==> src/rtl/artillery_pkg.sv <==
// Shared types, player constants and width helpers for the artillery engine.
package artillery_pkg;

    typedef enum logic [1:0] {
        ST_AIM    = 2'd0,
        ST_FLIGHT = 2'd1,
        ST_IMPACT = 2'd2,
        ST_OVER   = 2'd3
    } state_e;

    localparam logic P1 = 1'b0;
    localparam logic P2 = 1'b1;

    // Bits needed to index n distinct values, never less than one.
    function automatic int unsigned width_of(input int unsigned n);
        return (n <= 2) ? 1 : $clog2(n);
    endfunction

    function automatic int unsigned max_u(input int unsigned a, input int unsigned b);
        return (a > b) ? a : b;
    endfunction

endpackage

==> src/rtl/btn_edge.sv <==
// Rising-edge detector for one debounced button level; clr_i forgets the history.
module btn_edge (
    input  logic clk,
    input  logic nrst,
    input  logic clr_i,
    input  logic btn_i,
    output logic rise_c
);

    logic prev_q;
    logic prev_d;

    // Next history value: cleared on request so a held button can re-trigger.
    always_comb begin
        prev_d = btn_i;
        if (clr_i) begin
            prev_d = 1'b0;
        end
    end

    // Previous-level register.
    always_ff @(posedge clk or negedge nrst) begin
        if (!nrst) begin
            prev_q <= 1'b0;
        end else begin
            prev_q <= prev_d;
        end
    end

    assign rise_c = btn_i & ~prev_q;

endmodule

==> src/rtl/artillery_game_core.sv <==
// Two-player turn-based artillery engine: aiming, cell-by-cell shell flight,
// impact scoring and game over with restart.
// Optional wind input enabled by defining ARTILLERY_WIND_EN.
module artillery_game_core
    import artillery_pkg::*;
#(
    parameter int unsigned FIELD_W       = 8,
    parameter int unsigned ZONE          = 3,
    parameter int unsigned MAX_LIFE      = 3,
    parameter int unsigned PWR_W         = 2,
    parameter int unsigned MIN_RANGE     = 2,
    parameter int unsigned STEP_CYCLES   = 4,
    parameter int unsigned IMPACT_CYCLES = 8
) (
    input  logic                                 clk,
    input  logic                                 nrst,
    input  logic                                 btn_up,
    input  logic                                 btn_dn,
    input  logic                                 btn_fire,
    input  logic                                 btn_restart,
    input  logic [PWR_W-1:0]                     power,
`ifdef ARTILLERY_WIND_EN
    input  logic signed [2:0]                    wind,
`endif
    output logic [width_of(FIELD_W)-1:0]         pos1,
    output logic [width_of(FIELD_W)-1:0]         pos2,
    output logic [width_of(MAX_LIFE+1)-1:0]      life1,
    output logic [width_of(MAX_LIFE+1)-1:0]      life2,
    output logic                                 turn,
    output logic                                 shell_valid,
    output logic [width_of(FIELD_W)-1:0]         shell_pos,
    output logic [FIELD_W-1:0]                   shell_onehot,
    output logic                                 hit,
    output logic                                 game_over,
    output logic                                 winner
);

    localparam int unsigned POS_W  = width_of(FIELD_W);
    localparam int unsigned LIFE_W = width_of(MAX_LIFE + 1);
    localparam int unsigned CALC_W = POS_W + PWR_W + 1;
    localparam int unsigned CNT_W  = width_of(max_u(STEP_CYCLES, IMPACT_CYCLES));

    localparam logic [POS_W-1:0]  P1_MIN    = POS_W'(FIELD_W - ZONE);
    localparam logic [POS_W-1:0]  P1_MAX    = POS_W'(FIELD_W - 1);
    localparam logic [POS_W-1:0]  P2_MIN    = POS_W'(0);
    localparam logic [POS_W-1:0]  P2_MAX    = POS_W'(ZONE - 1);
    localparam logic [LIFE_W-1:0] LIFE_INIT = LIFE_W'(MAX_LIFE);
    localparam logic [CNT_W-1:0]  STEP_LAST = CNT_W'(STEP_CYCLES - 1);
    localparam logic [CNT_W-1:0]  IMP_LAST  = CNT_W'(IMPACT_CYCLES - 1);

    state_e              state_q, state_d;
    logic [POS_W-1:0]    pos1_q, pos1_d, pos2_q, pos2_d;
    logic [LIFE_W-1:0]   life1_q, life1_d, life2_q, life2_d;
    logic                turn_q, turn_d;
    logic                shell_valid_q, shell_valid_d;
    logic [POS_W-1:0]    shell_pos_q, shell_pos_d;
    logic [FIELD_W-1:0]  shell_onehot_q, shell_onehot_d;
    logic                hit_q, hit_d;
    logic                game_over_q, game_over_d;
    logic                winner_q, winner_d;
    logic [POS_W-1:0]    landing_q, landing_d;
    logic                off_field_q, off_field_d;
    logic [CNT_W-1:0]    cnt_q, cnt_d;

    logic up_p, dn_p, fire_p, restart_p;
    logic restart_c;

    logic [CALC_W-1:0]   dist_raw_c;
    logic [CALC_W-1:0]   dist_c;
    logic [CALC_W-1:0]   sum_c;
    logic [POS_W-1:0]    land_c;
    logic                off_c;

    assign restart_c = (state_q == ST_OVER) && restart_p;

    btn_edge u_edge_up      (.clk(clk), .nrst(nrst), .clr_i(restart_c), .btn_i(btn_up),      .rise_c(up_p));
    btn_edge u_edge_dn      (.clk(clk), .nrst(nrst), .clr_i(restart_c), .btn_i(btn_dn),      .rise_c(dn_p));
    btn_edge u_edge_fire    (.clk(clk), .nrst(nrst), .clr_i(restart_c), .btn_i(btn_fire),    .rise_c(fire_p));
    btn_edge u_edge_restart (.clk(clk), .nrst(nrst), .clr_i(restart_c), .btn_i(btn_restart), .rise_c(restart_p));

`ifdef ARTILLERY_WIND_EN
    logic signed [CALC_W:0] wind_ext_c;
    logic signed [CALC_W:0] eff_s_c;
`endif

    // Shot range and landing cell for the active tank, clamped at the field edges.
    always_comb begin
        dist_raw_c = CALC_W'(MIN_RANGE) + CALC_W'(power);
        dist_c     = dist_raw_c;
`ifdef ARTILLERY_WIND_EN
        wind_ext_c = {{(CALC_W - 2){wind[2]}}, wind};
        if (turn_q == P1) begin
            eff_s_c = $signed({1'b0, dist_raw_c}) - wind_ext_c;
        end else begin
            eff_s_c = $signed({1'b0, dist_raw_c}) + wind_ext_c;
        end
        if (eff_s_c < $signed((CALC_W + 1)'(1))) begin
            dist_c = CALC_W'(1);
        end else begin
            dist_c = eff_s_c[CALC_W-1:0];
        end
`endif
        sum_c  = CALC_W'(pos2_q) + dist_c;
        land_c = '0;
        off_c  = 1'b0;
        if (turn_q == P1) begin
            if (dist_c > CALC_W'(pos1_q)) begin
                off_c = 1'b1;
            end else begin
                land_c = POS_W'(CALC_W'(pos1_q) - dist_c);
            end
        end else begin
            if (sum_c > CALC_W'(FIELD_W - 1)) begin
                land_c = P1_MAX;
                off_c  = 1'b1;
            end else begin
                land_c = POS_W'(sum_c);
            end
        end
    end

    // Game FSM next-state and registered-output logic.
    always_comb begin
        state_d       = state_q;
        pos1_d        = pos1_q;
        pos2_d        = pos2_q;
        life1_d       = life1_q;
        life2_d       = life2_q;
        turn_d        = turn_q;
        shell_valid_d = shell_valid_q;
        shell_pos_d   = shell_pos_q;
        hit_d         = 1'b0;
        game_over_d   = game_over_q;
        winner_d      = winner_q;
        landing_d     = landing_q;
        off_field_d   = off_field_q;
        cnt_d         = cnt_q;

        case (state_q)
            ST_AIM: begin
                if (fire_p) begin
                    landing_d     = land_c;
                    off_field_d   = off_c;
                    shell_valid_d = 1'b1;
                    shell_pos_d   = (turn_q == P1) ? pos1_q - POS_W'(1) : pos2_q + POS_W'(1);
                    cnt_d         = '0;
                    state_d       = ST_FLIGHT;
                end else if (up_p != dn_p) begin
                    if (turn_q == P1) begin
                        if (up_p && (pos1_q != P1_MAX)) pos1_d = pos1_q + POS_W'(1);
                        if (dn_p && (pos1_q != P1_MIN)) pos1_d = pos1_q - POS_W'(1);
                    end else begin
                        if (up_p && (pos2_q != P2_MAX)) pos2_d = pos2_q + POS_W'(1);
                        if (dn_p && (pos2_q != P2_MIN)) pos2_d = pos2_q - POS_W'(1);
                    end
                end
            end
            ST_FLIGHT: begin
                if (cnt_q == STEP_LAST) begin
                    cnt_d = '0;
                    if (shell_pos_q == landing_q) begin
                        shell_valid_d = 1'b0;
                        shell_pos_d   = '0;
                        state_d       = ST_IMPACT;
                        if (turn_q == P1) begin
                            if (!off_field_q && (landing_q == pos2_q)) begin
                                hit_d = 1'b1;
                                if (life2_q != '0) life2_d = life2_q - LIFE_W'(1);
                            end
                        end else begin
                            if (!off_field_q && (landing_q == pos1_q)) begin
                                hit_d = 1'b1;
                                if (life1_q != '0) life1_d = life1_q - LIFE_W'(1);
                            end
                        end
                    end else begin
                        shell_pos_d = (turn_q == P1) ? shell_pos_q - POS_W'(1) : shell_pos_q + POS_W'(1);
                    end
                end else begin
                    cnt_d = cnt_q + CNT_W'(1);
                end
            end
            ST_IMPACT: begin
                if (cnt_q == IMP_LAST) begin
                    cnt_d = '0;
                    if (((turn_q == P1) ? life2_q : life1_q) == '0) begin
                        game_over_d = 1'b1;
                        winner_d    = turn_q;
                        state_d     = ST_OVER;
                    end else begin
                        turn_d  = ~turn_q;
                        state_d = ST_AIM;
                    end
                end else begin
                    cnt_d = cnt_q + CNT_W'(1);
                end
            end
            ST_OVER: begin
                if (restart_p) begin
                    state_d       = ST_AIM;
                    pos1_d        = P1_MIN;
                    pos2_d        = P2_MAX;
                    life1_d       = LIFE_INIT;
                    life2_d       = LIFE_INIT;
                    turn_d        = P1;
                    shell_valid_d = 1'b0;
                    shell_pos_d   = '0;
                    game_over_d   = 1'b0;
                    winner_d      = 1'b0;
                    landing_d     = '0;
                    off_field_d   = 1'b0;
                    cnt_d         = '0;
                end
            end
            default: state_d = ST_AIM;
        endcase

        shell_onehot_d = shell_valid_d ? (FIELD_W'(1) << shell_pos_d) : '0;
    end

    // State and output registers.
    always_ff @(posedge clk or negedge nrst) begin
        if (!nrst) begin
            state_q        <= ST_AIM;
            pos1_q         <= P1_MIN;
            pos2_q         <= P2_MAX;
            life1_q        <= LIFE_INIT;
            life2_q        <= LIFE_INIT;
            turn_q         <= P1;
            shell_valid_q  <= 1'b0;
            shell_pos_q    <= '0;
            shell_onehot_q <= '0;
            hit_q          <= 1'b0;
            game_over_q    <= 1'b0;
            winner_q       <= 1'b0;
            landing_q      <= '0;
            off_field_q    <= 1'b0;
            cnt_q          <= '0;
        end else begin
            state_q        <= state_d;
            pos1_q         <= pos1_d;
            pos2_q         <= pos2_d;
            life1_q        <= life1_d;
            life2_q        <= life2_d;
            turn_q         <= turn_d;
            shell_valid_q  <= shell_valid_d;
            shell_pos_q    <= shell_pos_d;
            shell_onehot_q <= shell_onehot_d;
            hit_q          <= hit_d;
            game_over_q    <= game_over_d;
            winner_q       <= winner_d;
            landing_q      <= landing_d;
            off_field_q    <= off_field_d;
            cnt_q          <= cnt_d;
        end
    end

    assign pos1         = pos1_q;
    assign pos2         = pos2_q;
    assign life1        = life1_q;
    assign life2        = life2_q;
    assign turn         = turn_q;
    assign shell_valid  = shell_valid_q;
    assign shell_pos    = shell_pos_q;
    assign shell_onehot = shell_onehot_q;
    assign hit          = hit_q;
    assign game_over    = game_over_q;
    assign winner       = winner_q;

endmodule

==> config.mk <==
export PLATFORM = sky130hd
export DESIGN_NAME = artillery_game_core
export DESIGN_NICKNAME = d
export VERILOG_FILES = /design/src/rtl/artillery_pkg.sv /design/src/rtl/btn_edge.sv /design/src/rtl/artillery_game_core.sv
export SDC_FILE = /design/constraint.sdc
export NUM_CORES = 1
export LEC_CHECK = 0
export ABC_AREA = 0
export CORE_ASPECT_RATIO = 0.5
export CORE_MARGIN = 2
export CORE_UTILIZATION = 64
export DETAILED_ROUTE_END_ITERATION = 7
export DONT_BUFFER_PORTS = 1
export GPL_ROUTABILITY_DRIVEN = 0
export PLACE_DENSITY = 0.88
export REMOVE_ABC_BUFFERS = 1
export SETUP_SLACK_MARGIN = 0.4
export SYNTH_ARGS = -nofsm -noshare
export SYNTH_HDL_FRONTEND = slang
export SYNTH_SLANG_ARGS = --single-unit
==> constraint.sdc <==
create_clock -name clk -period 2.9 [get_ports clk]
set_clock_uncertainty 0.15 [all_clocks]
set_input_delay 0.145 -clock clk [delete_from_list [all_inputs] [get_ports clk]]
set_output_delay 0.145 -clock clk [all_outputs]
set_load 0.01 [all_outputs]
# == After elaboration in Yosys (flattened, before gate mapping) ==
# Index checks and enable logic that the tools add are counted.
# Widths: inputs -> output; s select.
# word_totals
register_bits,39
latch_bits,0
ram_bits,0
romBits,0
in_bits,8
out_inout_bits,26
elab_cells,182
mem_count,0
# classes
add_sub_neg,12
multipliers,0
div_mod_pow,0
order_cmp,2
n_eq_ne,31
shifts,1
n_mux,83
n_bitwise,9
n_reduce_logical,25
# ops
operator,n
$mux 3,26
$mux 2,18
$ne 2x2->1 const B,17
$mux 1,25
$pmux 3 s2,3
$reduce_and 7->1,2
$add 3x1->3 const B,4
$ne 3x3->1 const B,4
$pmux 3 s4,1
$reduce_and 6->1,2
$reduce_bool 2->1,5
$eq 3x3->1,3
$pmux 3 s3,1
$sub 3x1->3 const B,3
$mux 8,1
$pmux 1 s2,4
$pmux 2 s2,2
$pmux 2 s4,1
$reduce_and 4->1,2
$shl 1x3->8 const A,1
$logic_and 1x1->1,7
$not 1->1,5
$reduce_and 5->1,1
$add 3x3->4,1
other kinds (18),24

# == Longest topological paths before layout ==
# Gate-level depths: netlist of run 1.
# depth
depth_word,9
mapped_depth,9
depth_no_buf,8

# == Cells and area by module ==
# From an unflattened synthesis of run 1, not the netlist that was laid out.
# unflattened
hier_cells,267
area_unflattened_um2,2642.5
# modules_own_cells
module,instances,cells_per_inst,area_per_inst_um2,seq_area_each_um2
artillery_game_core,1,255,2432.3,884.6
btn_edge,4,3,52.6,25.0

# == Worst setup path after synthesis of run 1 ==
# No wires, ideal clock.
# synth_timing
path_type,register to register
start,register state_q[1]
end,"register shell_onehot_q[0], in the netlist shell_onehot[0]"
arrival_time_ns,2.023
t_required_ns,2.664
path_slack_ns,0.641
stages_incl_launch_ff,10
n_path_buf,1
cell_sequence,dfrtp_1 inv_1 ha_1 buf_6 nor2b_1 or2_2 or2_4 a221oi_4 inv_2 nor3_1
# synth_via
elab_chain_cells,4
word_cells_on_any_way,7
cone_classes,2 x eq/ne; 1 x shift; 3 x mux; 1 x reduce/logical
# synth_lines
item,line,source
"start, declared",artillery_game_core.sv:51,"state_e state_q, state_d;"
"start signal, assigned",artillery_game_core.sv:240,state_q <= state_d;
$eq 2x2->1 (tied with other cells),artillery_game_core.sv:139,case (state_q)
$pmux 3 s3 *,artillery_game_core.sv:139,
named net shell_pos_d[1],artillery_game_core.sv:56,"logic [POS_W-1:0] shell_pos_q, shell_pos_d;"
$shl 1x3->8 *,artillery_game_core.sv:218,shell_onehot_d = shell_valid_d ? (FIELD_W'(1) << shell_pos_d) : '0;
$mux 8 *,artillery_game_core.sv:218,
named net shell_onehot_d[0],artillery_game_core.sv:57,"logic [FIELD_W-1:0] shell_onehot_q, shell_onehot_d;"
"end signal, assigned",artillery_game_core.sv:248,shell_onehot_q <= shell_onehot_d;
"end, declared",artillery_game_core.sv:57,
# Mark *: on every way through the listed nets, which the timed path passes. The rest lies on a longest branch.
# A chain may end at the register's enable or synchronous reset.

# == Final worst setup path of run 1 ==
# layout_timing
start,register state_q[1]
end,"register shell_onehot_q[6], in the netlist shell_onehot[6]"
# layout_via
word_cells_on_any_way,7
cone_classes,2 x eq/ne; 1 x shift; 3 x mux; 1 x reduce/logical
# layout_rtl
item,line,source
$eq 2x2->1 (tied with other cells),artillery_game_core.sv:139,
$pmux 1 s3 *,artillery_game_core.sv:139,
named net shell_valid_d,artillery_game_core.sv:55,"logic shell_valid_q, shell_valid_d;"
$mux 8 *,artillery_game_core.sv:218,
named net shell_onehot_d[6],artillery_game_core.sv:57,
# Marked as above.

==> results of run 1 <==
==> synthesized netlist by cell type (all sizes together) (2+ instances only) <==
cell type | number | area share, %
dfrtp | 32 | 30
dfstp | 7 | 6.9
inv | 27 | 3.8
a21o | 6 | 1.7
nand2 | 24 | 3.4
nor3b | 2 | 0.57
a21oi | 8 | 1.5
nor4 | 2 | 0.47
and3 | 3 | 0.71
xnor2 | 6 | 2.0
nor2 | 12 | 1.7
mux2i | 7 | 2.6
a221o | 2 | 0.76
clkbuf | 2 | 0.28
o211ai | 2 | 0.57
a2111oi | 2 | 0.66
nor2b | 3 | 0.71
nand2b | 5 | 1.5
a22o | 2 | 0.66
xor2 | 11 | 3.6
o21a | 4 | 1.1
ha | 24 | 11
a211oi | 2 | 1.0
fa | 3 | 2.3
o31ai | 2 | 0.57
o221ai | 3 | 0.99
mux2 | 4 | 1.7
o21ai | 11 | 2.1
and2 | 4 | 0.94
a41oi | 2 | 0.94
a31oi | 3 | 0.71
nor3 | 15 | 2.8
nand3b | 3 | 0.85
or3 | 2 | 0.47
or2 | 2 | 0.57
buf | 7 | 1.7
==> cell families (layout without fill, tap and decap cells) <==
| group | after synthesis | count (layout) | synth area share (%) |
|---|---|---|---|
| DFF | 39 | 39 | 37.2 |
| AOI/OAI and AO/OA | 57 | 57 | 16.6 |
| and+or+nand+nor | 83 | 83 | 16.7 |
| muxes | 11 | 11 | 4.35 |
| xor gates and xnor gates | 17 | 17 | 5.62 |
| adders and majority gates | 27 | 27 | 13.6 |
| buffers and inverters | 37 | 46 | 5.95 |
==> report_power, final <==
part / switching (mW) / internal (mW) / leakage [nW]
registers: 0.307 / 0.743 / 0.490
logic: 0.983 / 0.729 / 0.833
clock network: 0.206 / 0.168 / 0.0402
==> layout make-up <==
| cell class | instances | area (um^2) |
|---|---|---|
| repair buffers | 10 | 100 |
| multi-input cells | 195 | 1560 |
| clock buffers | 5 | 68.8 |
| clock inverters | 3 | 20.0 |
| well taps | 54 | 67.6 |
| inverters | 28 | 105 |
| flip-flops and latches | 39 | 987 |
| fillers | 244 | 1030 |
==> repair_timing <==
action	CTS	global route
gates cloned	0	0
pin swaps	2	1
setup endpoints to repair	9	13
hold endpoints to repair	43	0
gates resized for setup	3	12
hold buffers	6	0
setup buffers	0	1
==> per-stage QoR <==
stage | hold WS, ps | cells | worst slack, ps | utilization, % | instance area, um^2
after CTS | 4.34 | 333 | 403 | 72.3 | 2850
after global routing | 2.46 | 334 | 351 | 73.8 | 2910
after floorplan | -301 | 262 | 589 | - | 2600
final | -4.04 | 334 | 422 | 73.8 | 2910
after detailed placement | -300 | 319 | 360 | 68.1 | 2690
after global placement | -300 | 319 | 496 | 68.1 | 2690
==> final timing paths <==
kind / cells after the start / endpoint / from
max in group asynchronous: 2 / pos1[0] / nrst
setup reg to reg: 7 / shell_onehot[6] / state_q[1]
hold / removal: 4 / landing_q[0] / btn_fire
min in group asynchronous: 2 / shell_onehot[7] / nrst
hold reg to reg: 2 / cnt_q[1] / cnt_q[1]
setup / recovery: 7 / shell_onehot[6] / state_q[1]
==> registers in the layout (all words and copies together), names as in the netlist <==
signal                 count
shell_onehot               8
cnt_q                      3
landing_q                  3
pos1                       3
pos2                       3
shell_pos                  3
life1                      2
life2                      2
state_q                    2
game_over                  1
hit                        1
off_field_q                1
shell_valid                1
turn                       1
u_edge_dn.prev_q           1
u_edge_fire.prev_q         1
u_edge_restart.prev_q      1
u_edge_up.prev_q           1
winner                     1
==> worst register-to-register path, stage by stage, from the launching register on <==
cell      delay (ps)
dfrtp_2          460
inv_1            170
ha_4             240
and4bb_2         340
nor2_1            70
a41oi_2          240
or4b_4           530
nor3_1           190
==> layer usage <==
layer | vias up | track usage [%] | share of wire, %
met5 | - | 0 | 0
met4 | 0 | 8.70 | 1.9
met3 | 16 | 6.27 | 8.9
met2 | 131 | 46.9 | 47
met1 | 1093 | 40.4 | 42
li1 | 963 | - | -
==> flow_summary.ini, run 1 <==
[outcome]
status = finished, violations left
violations = negative hold slack

[clock_network]
cts_tree = built
clk_pin_slew_worst_paths_ps = 90
cts_max_path_buffers = 2
cts_htree_levels = 2
root_buffer = clkbuf_8
cts_made_buffers = 5
clock-sinks = 39
clk_latency_ps = 300

[grt]
grt_pass1_vias = 2096
grt_pass1_wl_um = 10300
antenna_found_initial = 0
grt_max_degree = 40
track_usage_pct = 29.3
gr-total-overflow = 0

[finish]
mostFrequentLayoutCell = dfrtp_1
area_delta_synth_final_pct = 9.83
diodes = 0
most-common-layout-cells = dfrtp_1, inv_1, nand2_1, ha_1, nor3_1
drive_above_1_share_pct = 15.7
finalNetCount = 314

[power_and_ir_drop]
vdd_drop_max_mv = 0.466
power_density_nw_per_um2 = 1080
p_leak_nw = 1.36
finalPower_mw = 3.13

[run]
cap_violations = 0

[worst_setup_path]
critPathRequiredTime_ps = 2960
path_delay_family = simple AND/OR/NAND/NOR gates
path_buf_inv = 1
crit_chain = inv_1 > ha_4 > and4bb_2 > nor2_1 > a41oi_2 > or4b_4 > nor3_1
worst_path_largest_cell_delay_ps = 530
reg2reg_slack_ps = 420
cp_max_fo = 11
end_kind = flip-flop
worst-setup-path-type = flip-flop to flip-flop
arrival_ps = 2540
cp-start-kind = flip-flop
critical_path.slowest_cell = or4b_4

[drt]
avgViaCountPerCell = 6.60
drt_wl_total_um = 6580
vias = 2203
drc_errors = 0
drtAntennaViolNets = 0
dr.pass1.iters = 5
drtIter0Drc = 197
routedWlPerCell_um = 19.7

[timing]
max-slew-margin-rel_pct = 59.2
rsz0062_at_grt = true
holdWs_ps = -4.04
fin_crit_sh_pct = 85.4
tns_ps = 0
hold_violations = 1
period_needed_ps = 2480
worst_slew_pin_slew_ps = 609
drv_slew = 0
setup_violations = 0
clock.fmax_mhz = 404

[place]
hpwl_um = 4650
io_buffers = 0

[logic_synthesis]
ys_types = 58
syn_inst = 271
seq_area_frac_synth_pct = 37.2
synth_ff_type = dfrtp_1
yosysWarnings = 0
ys_async_sr_fraction_pct = 100
synth_edf_count = 0
synth_area_um2 = 2650
synth-seq-cells = 39
avgSynthCellArea_um2 = 9.77

[floorplan]
io-pin-count = 34
core_area_um2 = 3940
die_x_um = 95.0
die_area_um2 = 4700
die_y_um = 49.5
num_rows = 16
start_util_pct = 67.2

[hold_path]
hold_path.class = primary input to flip-flop
No activity file was read; power rests on OpenSTA's default activity.
==> run 2: changes to the inputs <==
==> constraint.sdc (replaced) <==
create_clock -name clk -period 2.9 [get_ports clk]
set_clock_uncertainty 0.15 [all_clocks]
set_input_delay 0 -clock clk [delete_from_list [all_inputs] [get_ports clk]]
set_output_delay 0 -clock clk [all_outputs]
set_load 0.01 [all_outputs]
==> flow_summary.ini, run 2 (synthesis results as in run 1) <==
[timing]
tns_ps = 0
hold_violations = 0
period_needed_ps = 2450
fin_crit_sh_pct = 84.5
drv_slew = 0
worst_slew_pin_slew_ps = 572
max-slew-margin-rel_pct = 61.5
holdWs_ps = 6.01
rsz0062_at_grt = false
clock.fmax_mhz = 408
setup_violations = 0

[drt]
avgViaCountPerCell = 6.56
drtAntennaViolNets = 0
drc_errors = 0
drt_wl_total_um = 6680
vias = 2199
drtIter0Drc = 145
routedWlPerCell_um = 19.9
dr.pass1.iters = 7

[grt]
grt_pass1_vias = 2150
gr-total-overflow = 0
grt_pass1_wl_um = 10500
track_usage_pct = 30.0
grt_max_degree = 40
antenna_found_initial = 0

[floorplan]
die_x_um = 95.0
core_area_um2 = 3940
io-pin-count = 34
start_util_pct = 67.2
num_rows = 16
die_area_um2 = 4700
die_y_um = 49.5

[power_and_ir_drop]
vdd_drop_max_mv = 0.463
switching_power_mw = 1.51
p_sw_share_pct = 47.9
power_density_nw_per_um2 = 1080
finalPower_mw = 3.15
p_int_mw = 1.64
power_frac_comb_pct = 54.8
p_leak_nw = 1.37
sequentialPowerShare_pct = 33.2
p_clk_share_pct = 11.9

[run]
cap_violations = 0

[place]
placed_cell_area_um2 = 2690
hpwl_um = 4650
dpl.cell_count = 319
io_buffers = 0

[finish]
finalInstanceArea_um2 = 2920
drive_above_1_share_pct = 16.0
largest_reg_flops = 8
most-common-layout-cells = dfrtp_1, inv_1, nand2_1, ha_1, nor3_1
mostFrequentLayoutCell = dfrtp_1
finalNetCount = 315
fin_cells = 335
area_delta_synth_final_pct = 10.2
fillCellCount = 244
diodes = 0

[clock_network]
root_buffer = clkbuf_8
clock-sinks = 39
cts_tree = built
cts_made_buffers = 5
cts_max_path_buffers = 2
cts_htree_levels = 2
clk_latency_ps = 300
clk_pin_slew_worst_paths_ps = 90

[worst_setup_path]
crit_chain = inv_1 > ha_4 > and4bb_2 > nor2_1 > a41oi_2 > or4b_4 > nor3_1
critPathRequiredTime_ps = 2960
cp-start-kind = flip-flop
arrival_ps = 2510
critical_path.slowest_cell = or4b_4
end_kind = flip-flop
worst-setup-path-type = flip-flop to flip-flop
cp_max_fo = 11
reg2reg_slack_ps = 450
path_delay_family = simple AND/OR/NAND/NOR gates
path_buf_inv = 1
worst_path_largest_cell_delay_ps = 530

[hold_path]
hold_path.class = primary input to async pin

[outcome]
status = finished clean
==> run 2: cell type report <==
cell class | instances | area (um^2) | share of cell area [%]
Clock buffer | 5 | 68.8 | 2.36
Multi-Input combinational cell | 195 | 1560 | 53.5
Clock inverter | 3 | 20.0 | 0.686
Timing Repair Buffer | 11 | 110 | 3.77
Sequential cell | 39 | 987 | 33.8
Inverter | 28 | 105 | 3.60
Tap cell | 54 | 67.6 | 2.31
==> run 2: stage by stage <==
stage               setup WS, ps  util, %
floorplan                    589        -
global placement             496     68.1
detailed placement           360     68.1
CTS                          403     72.6
global route                 380     74.0
finish                       449     74.0
==> run 2: worst paths after layout <==
check | depth (start not counted) | startpoint | end
min | 2 | nrst | shell_onehot[7]
max in group asynchronous | 2 | nrst | pos2[1]
min in group clk | 3 | power[1] | landing_q[1]
max reg2reg | 7 | state_q[1] | shell_onehot[6]
max | 7 | state_q[1] | shell_onehot[6]
min reg2reg | 2 | cnt_q[1] | cnt_q[1]
==> run 2: timing repair <==
action	in CTS	in global routing
endpoints found under the setup margin	9	13
hold buffers	7	0
gates resized for setup	3	13
pin swaps	2	2
hold endpoints to repair	47	0
setup buffers	0	1
==> run 2: power by group through the flow <==
stage / Clock [mW] / Combinational, mW / Sequential [mW]
after detailed placement: 0 / 1.53 / 1.04
after global routing: 0.405 / 1.86 / 1.07
after CTS: 0.373 / 1.59 / 1.03
after global placement: 0 / 1.44 / 1.03
after floorplan: 0 / 1.20 / 0.967
final: 0.376 / 1.73 / 1.05
==> run 2: routing by layer <==
layer  track usage [%]  routed length, um  vias up
met4              11.6                183        0
li1                  -                  -      970
met5                 0                  0        -
met3              6.42                605       22
met2              47.9               3150      136
met1              40.3               2740     1071
